### config.mk
export PLATFORM = sky130hd
export DESIGN_NAME = twos_comp_serial_ctrl_flat
export DESIGN_NICKNAME = d
export VERILOG_FILES = /design/src/rtl/twos_comp_serial_ctrl_pkg.sv /design/src/rtl/twos_comp_serial_ctrl_if.sv /design/src/rtl/twos_comp_serial_ctrl_bit_cell.sv /design/src/rtl/twos_comp_serial_ctrl.sv /design/src/flat_wrapper.sv
export SDC_FILE = /design/constraint.sdc
export NUM_CORES = 1
export LEC_CHECK = 0
export CORE_UTILIZATION = 44
export CTS_CLUSTER_SIZE = 16
export DETAILED_ROUTE_END_ITERATION = 8
export HOLD_SLACK_MARGIN = 0.12
export PLACE_DENSITY = 0.74
export SYNTH_ARGS = -nofsm -noshare
export SYNTH_HDL_FRONTEND = slang
export SYNTH_HIERARCHICAL = 1
export SYNTH_SLANG_ARGS = --single-unit
export TNS_END_PERCENT = 30
### constraint.sdc
create_clock -name t_clk -period 1.3 [get_ports t_clk]
set_clock_uncertainty 0.2 [all_clocks]
set_input_delay 0.39 -clock t_clk [delete_from_list [all_inputs] [get_ports t_clk]]
set_output_delay 0.39 -clock t_clk [all_outputs]
set_load 0.05 [all_outputs]
### src/rtl/twos_comp_serial_ctrl_pkg.sv
// Shared types and constants for the serial two's-complement controller.
// Holds the controller state encoding and the default word width.
package tc_ctrl_pkg;

    localparam int unsigned TC_WIDTH = 8;

    typedef enum logic [1:0] {
        IDLE  = 2'd0,
        SHIFT = 2'd1,
        DONE  = 2'd2
    } state_e;

endpackage : tc_ctrl_pkg

### src/rtl/twos_comp_serial_ctrl_if.sv
// Producer/consumer handshake bundle for the serial two's-complement controller.
// The controller side uses the slave modport; the environment uses master.
interface twos_comp_serial_ctrl_if
    import tc_ctrl_pkg::*;
#(
    parameter int unsigned WIDTH = TC_WIDTH
);

    logic             in_valid;
    logic             in_ready;
    logic [WIDTH-1:0] in_data;
    logic             in_neg;
    logic             out_valid;
    logic             out_ready;
    logic [WIDTH-1:0] out_data;
    logic             out_ovf;
    logic             busy;

    modport master (
        output in_valid, in_data, in_neg, out_ready,
        input  in_ready, out_valid, out_data, out_ovf, busy
    );

    modport slave (
        input  in_valid, in_data, in_neg, out_ready,
        output in_ready, out_valid, out_data, out_ovf, busy
    );

endinterface : twos_comp_serial_ctrl_if

### src/rtl/twos_comp_serial_ctrl_bit_cell.sv
// Mealy serial two's-complement cell: copies bits up to and including the
// first 1, then inverts every later bit when neg is set.
module tc_bit_cell (
    input  logic t_clk,
    input  logic clr,
    input  logic en,
    input  logic neg,
    input  logic b,
    output logic y
);

    logic seen_one_q;
    logic seen_one_d;

    always_comb begin
        seen_one_d = seen_one_q;
        if (clr) begin
            seen_one_d = 1'b0;
        end else if (en) begin
            seen_one_d = seen_one_q | b;
        end
    end

    always_ff @(posedge t_clk) begin
        seen_one_q <= seen_one_d;
    end

    assign y = neg ? (b ^ seen_one_q) : b;

endmodule : tc_bit_cell

### src/rtl/twos_comp_serial_ctrl.sv
// Accepts a parallel word, streams it LSB-first through tc_bit_cell, and
// returns the reassembled result plus a most-negative overflow flag.
module twos_comp_serial_ctrl
    import tc_ctrl_pkg::*;
#(
    parameter int unsigned WIDTH = TC_WIDTH
) (
    input  logic                    t_clk,
    input  logic                    r,
    twos_comp_serial_ctrl_if.slave  bus
);

    localparam int unsigned CNT_W = (WIDTH > 2) ? $clog2(WIDTH) : 1;
    localparam logic [CNT_W-1:0] CNT_LAST = CNT_W'(WIDTH - 1);

    state_e           state_q,     state_d;
    logic [WIDTH-1:0] sr_q,        sr_d;
    logic [WIDTH-1:0] res_q,       res_d;
    logic [CNT_W-1:0] cnt_q,       cnt_d;
    logic             neg_q,       neg_d;
    logic             ovf_track_q, ovf_track_d;
    logic             out_ovf_q,   out_ovf_d;
    logic             in_ready_q,  in_ready_d;
    logic             out_valid_q, out_valid_d;
    logic             busy_q,      busy_d;

    logic             accept_c;
    logic             shift_en_c;
    logic             clr_c;
    logic             bit_y_c;

    // Cell restarts on every accepted word and on reset.
    assign clr_c = r | accept_c;

    tc_bit_cell u_bit_cell (
        .t_clk (t_clk),
        .clr   (clr_c),
        .en    (shift_en_c),
        .neg   (neg_q),
        .b     (sr_q[0]),
        .y     (bit_y_c)
    );

    // Next-state and datapath update.
    always_comb begin
        state_d     = state_q;
        sr_d        = sr_q;
        res_d       = res_q;
        cnt_d       = cnt_q;
        neg_d       = neg_q;
        ovf_track_d = ovf_track_q;
        out_ovf_d   = out_ovf_q;
        accept_c    = 1'b0;
        shift_en_c  = 1'b0;

        case (state_q)
            IDLE: begin
                if (bus.in_valid && in_ready_q) begin
                    accept_c    = 1'b1;
                    sr_d        = bus.in_data;
                    neg_d       = bus.in_neg;
                    cnt_d       = '0;
                    ovf_track_d = 1'b1;
                    state_d     = SHIFT;
                end
            end

            SHIFT: begin
                shift_en_c = 1'b1;
                res_d      = {bit_y_c, res_q[WIDTH-1:1]};
                sr_d       = sr_q >> 1;
                cnt_d      = CNT_W'(cnt_q + 1'b1);
                // Overflow only if every bit below the MSB was 0 and the MSB is 1.
                if (cnt_q == CNT_LAST) begin
                    out_ovf_d = neg_q & ovf_track_q & sr_q[0];
                    state_d   = DONE;
                end else begin
                    ovf_track_d = ovf_track_q & ~sr_q[0];
                end
            end

            DONE: begin
                if (bus.out_ready) begin
                    state_d = IDLE;
                end
            end

            default: begin
                state_d = IDLE;
            end
        endcase

        in_ready_d  = (state_d == IDLE);
        out_valid_d = (state_d == DONE);
        busy_d      = (state_d != IDLE);
    end

    always_ff @(posedge t_clk) begin
        if (r) begin
            state_q     <= IDLE;
            sr_q        <= '0;
            res_q       <= '0;
            cnt_q       <= '0;
            neg_q       <= 1'b0;
            ovf_track_q <= 1'b0;
            out_ovf_q   <= 1'b0;
            in_ready_q  <= 1'b1;
            out_valid_q <= 1'b0;
            busy_q      <= 1'b0;
        end else begin
            state_q     <= state_d;
            sr_q        <= sr_d;
            res_q       <= res_d;
            cnt_q       <= cnt_d;
            neg_q       <= neg_d;
            ovf_track_q <= ovf_track_d;
            out_ovf_q   <= out_ovf_d;
            in_ready_q  <= in_ready_d;
            out_valid_q <= out_valid_d;
            busy_q      <= busy_d;
        end
    end

    assign bus.in_ready  = in_ready_q;
    assign bus.out_valid = out_valid_q;
    assign bus.out_data  = res_q;
    assign bus.out_ovf   = out_ovf_q;
    assign bus.busy      = busy_q;

endmodule : twos_comp_serial_ctrl

### src/flat_wrapper.sv
// flat-port wrapper written by rule: the top's interface ports become plain ports
module twos_comp_serial_ctrl_flat import tc_ctrl_pkg::*;
#(
    parameter int unsigned WIDTH = TC_WIDTH
)
  (t_clk, r, bus_in_valid, bus_in_data, bus_in_neg, bus_out_ready, bus_in_ready, bus_out_valid, bus_out_data, bus_out_ovf, bus_busy);
  twos_comp_serial_ctrl_if #(.WIDTH(WIDTH)) bus_i ();
  input  logic t_clk;
  input  logic r;
  input wire logic [$bits(bus_i.in_valid)-1:0] bus_in_valid;
  input wire logic [$bits(bus_i.in_data)-1:0] bus_in_data;
  input wire logic [$bits(bus_i.in_neg)-1:0] bus_in_neg;
  input wire logic [$bits(bus_i.out_ready)-1:0] bus_out_ready;
  output wire logic [$bits(bus_i.in_ready)-1:0] bus_in_ready;
  output wire logic [$bits(bus_i.out_valid)-1:0] bus_out_valid;
  output wire logic [$bits(bus_i.out_data)-1:0] bus_out_data;
  output wire logic [$bits(bus_i.out_ovf)-1:0] bus_out_ovf;
  output wire logic [$bits(bus_i.busy)-1:0] bus_busy;
  assign bus_i.in_valid = bus_in_valid;
  assign bus_i.in_data = bus_in_data;
  assign bus_i.in_neg = bus_in_neg;
  assign bus_i.out_ready = bus_out_ready;
  assign bus_in_ready = bus_i.in_ready;
  assign bus_out_valid = bus_i.out_valid;
  assign bus_out_data = bus_i.out_data;
  assign bus_out_ovf = bus_i.out_ovf;
  assign bus_busy = bus_i.busy;
  twos_comp_serial_ctrl #(.WIDTH(WIDTH)) u_core (.t_clk(t_clk), .r(r), .bus(bus_i));
endmodule
==> results by group <==
STA
  • Final-report hold violation count: 0
  • WHS: 282 ps
  • Period utilization: 111%
  • Slew margin rel.: 82.4%
  • Max-slew violation count: 0
  • RSZ-0062 raised after global routing: true
  • Maximum clock rate: approximately 0.69 GHz
  • Final worst setup slack: -143 ps
  • Finish-stage setup viols: 25
  • Final min period: around 1400 ps
  • Tightest Pin Transition: approximately 260 ps

Setup path
  • Crit-path cells: buf_12
  • Kind of critical path: reg -> out
  • Worst stage delay on the critical path: between 300 and 400 ps
  • Worst Setup End Kind: output pin
  • Required @ worst endpoint: 710 ps
  • CP max-delay cell: dfxtp_4
  • CP Launch Type: flip-flop
  • Worst Path Buf+Inv: 1
  • Worst-path fanout max: 2
  • CP delay by family, top: flip-flops
  • Data arrival, critical path: around 850 ps

Synth
  • Syn Area/Cell: 8.61 sq um
  • #FFs+latches synth: 28
  • Number of synthesis warnings: 6
  • Cell Area, Synth: ~1100 sq um
  • Mapped Cells: about 130
  • Yosys cell types: 27
  • Mapped Nets: ~150
  • Seq/Total Area, Yosys: between 40% and 50%

GRT
  • First-pass GRT wire length: between 4 and 5 mm
  • Largest net degree at the start of global routing: 18
  • GRT overflow: 0
  • Antenna violations before repair: 0
  • Total Routing Usage GR: approximately 22%
  • Vias in the first global route: between 1,000 and 1,500

Cells and area
  • Fin nets: between 150 and 200
  • Fin util: approximately 71%
  • Layout cell share with drive strength beyond 1: between 30 and 40%
  • Fin area: roughly 1800 sq um
  • ANT cells: 0
  • Synthesis-to-layout area growth: 53.9%

Flow run
  • Maximum Capacitance Violations: 0

Clock network
  • Hold buffers post-CTS: 0
  • Clock Latency Late Sink: between 300 and 400 ps
  • Htree depth: 1
  • CTS tree: done
  • Clock Pin Slew Worst Setup and Hold Paths: around 140 ps
  • Deepest clock path buffer count: 2
  • CTS Buf Count: 3
  • Clock sink total: 28
  • CTS root buf: clkbuf_4

Detailed routing
  • Final WL: ~2.6 mm
  • Drt via density: 5.29
  • Detailed-route via count: 1,057
  • WL/cell: 13.1 um
  • DRT iter0 DRCs: 16
  • Pre-Repair DR Iteration Count: 4
  • Routed Antenna Nets: 0
  • DRC: 0

Floorplan
  • Ports: 25
  • Core Region: ~2500 sq um
  • Total die area: roughly 2800 sq um
  • Die height: 53.0 um
  • Die Span X: 53.0 um
  • Starting density of the core: a little under half
  • Row count: 18

Place
  • Port Buffers: 24
  • Detailed placer's ending HPWL: 1.87 mm
  • Area of placed instances: around 1600 sq um
  • GP Congestion: around 0.8

Hold path
  • Worst Hold Class: reg -> reg

Run status
  • Outcome: finished, violations left
  • Failing checks: negative setup slack

Pwr
  • PD cells: between 900 and 1000 nW/um^2
  • Maximum VDD drop: approximately 1.1 mV
  • P_leak: 0.656 nW
cell type report:
cell class              count  area [sq um]
flip-flops and latches     28           594
clock buffers               4          26.3
repair buffers             42           529
multi-input cells          92           558
well taps                  30          37.5
inverters                   4          16.3
fillers                   186           716
timing repair:
| action | CTS | global route |
|---|---|---|
| pin swaps | 8 | 0 |
| buffers inserted | 4 | 0 |
| endpoints found under the setup margin | 33 | 33 |
| cloned | 1 | 0 |
| gates resized for setup | 24 | 5 |
Yosys cell counts (all sizes together):
cell	number	area (sq um)
dfxtp	28	561
inv	3	11.3
nand4bb	1	11.3
or2	1	6.26
buf	5	37.5
clkbuf	4	16.3
ha	3	37.5
nor2	3	11.3
a211oi	2	20.0
nand2b	3	26.3
nand2	38	150
a31oi	1	6.26
nand3b	1	7.51
o21ai	1	5.00
and4bb	1	12.5
nor3	7	35.0
or3b	1	8.76
a21oi	16	80.1
clkinv	1	5.00
o21ba	1	10.0
nand3	5	25.0
a311oi	7	61.3
cell usage in the layout, fill, tap and decap left out, drive strengths merged, types with 2 or more instances in the layout:
master / count
nand2: 38
clkdlybuf4s50: 10
clkbuf: 4
a21oi: 16
dfxtp: 28
nand3: 5
a311oi: 7
nor3: 7
dlygate4sd2: 2
inv: 3
buf: 30
ha: 3
a211oi: 2
nand2b: 3
nor2: 3
cell families after synthesis:
logic type                 count (synthesis)  synth area share, %
and+or+nand+nor                           61                 25.7
AOI/OAI and AO/OA                         28                 16.0
DFF                                       28                 49.0
buffers and inverters                     13                 6.12
adders and majority gates                  3                 3.28
flip-flops by register name, indices dropped and copies added, names as in the netlist:
name,flops
u_core/bus.out_data,8
u_core/sr_q,8
u_core/cnt_q,3
u_core/state_q,2
u_core/bus.busy,1
u_core/bus.in_ready,1
u_core/bus.out_ovf,1
u_core/bus.out_valid,1
u_core/neg_q,1
u_core/ovf_track_q,1
u_core/u_bit_cell/seen_one_q,1
report_power, final:
| group | switching (W) | leakage, nW | internal, W |
|---|---|---|---|
| registers | 0.0000408 | 0.238 | 0.000909 |
| clock network | 0.000238 | 0.0150 | 0.000120 |
| logic | 0.000202 | 0.403 | 0.000201 |
| total | 0.000481 | 0.656 | 0.00123 |
through the flow:
step,worst slack [ps],TNS (ps),total power (W),cells
CTS,-156,-2510,0.00172,200
global placement,-478,-10300,0.00133,191
global route,-181,-3550,0.00180,200
floorplan,-29.9,-94.2,0.00119,133
finish,-143,-2440,0.00171,200
detailed placement,-523,-11260,0.00135,191
path summary, 6_finish.rpt:
path / from / end / slack, ps / cells past startpoint
min: u_core/sr_q[7] / u_core/sr_q[7] / 280 / 2
max reg2reg: u_core/state_q[1] / u_core/sr_q[4] / -140 / 4
min reg2reg: u_core/sr_q[7] / u_core/sr_q[7] / 280 / 2
max: u_core/bus.out_data[6] / bus_out_data[6] / -140 / 1
per-layer routing:
layer  share of wire (%)  GRT usage, %  wire, um  vias up
met2                  52          38.8      1350       24
met4                 1.4          7.46        37        0
li1                    -             -         -      529
met1                  44          24.4      1140      500
met5                   0             0         0        -
met3                 3.3          6.03        85        4
No activity file was read; power rests on OpenSTA's default activity.
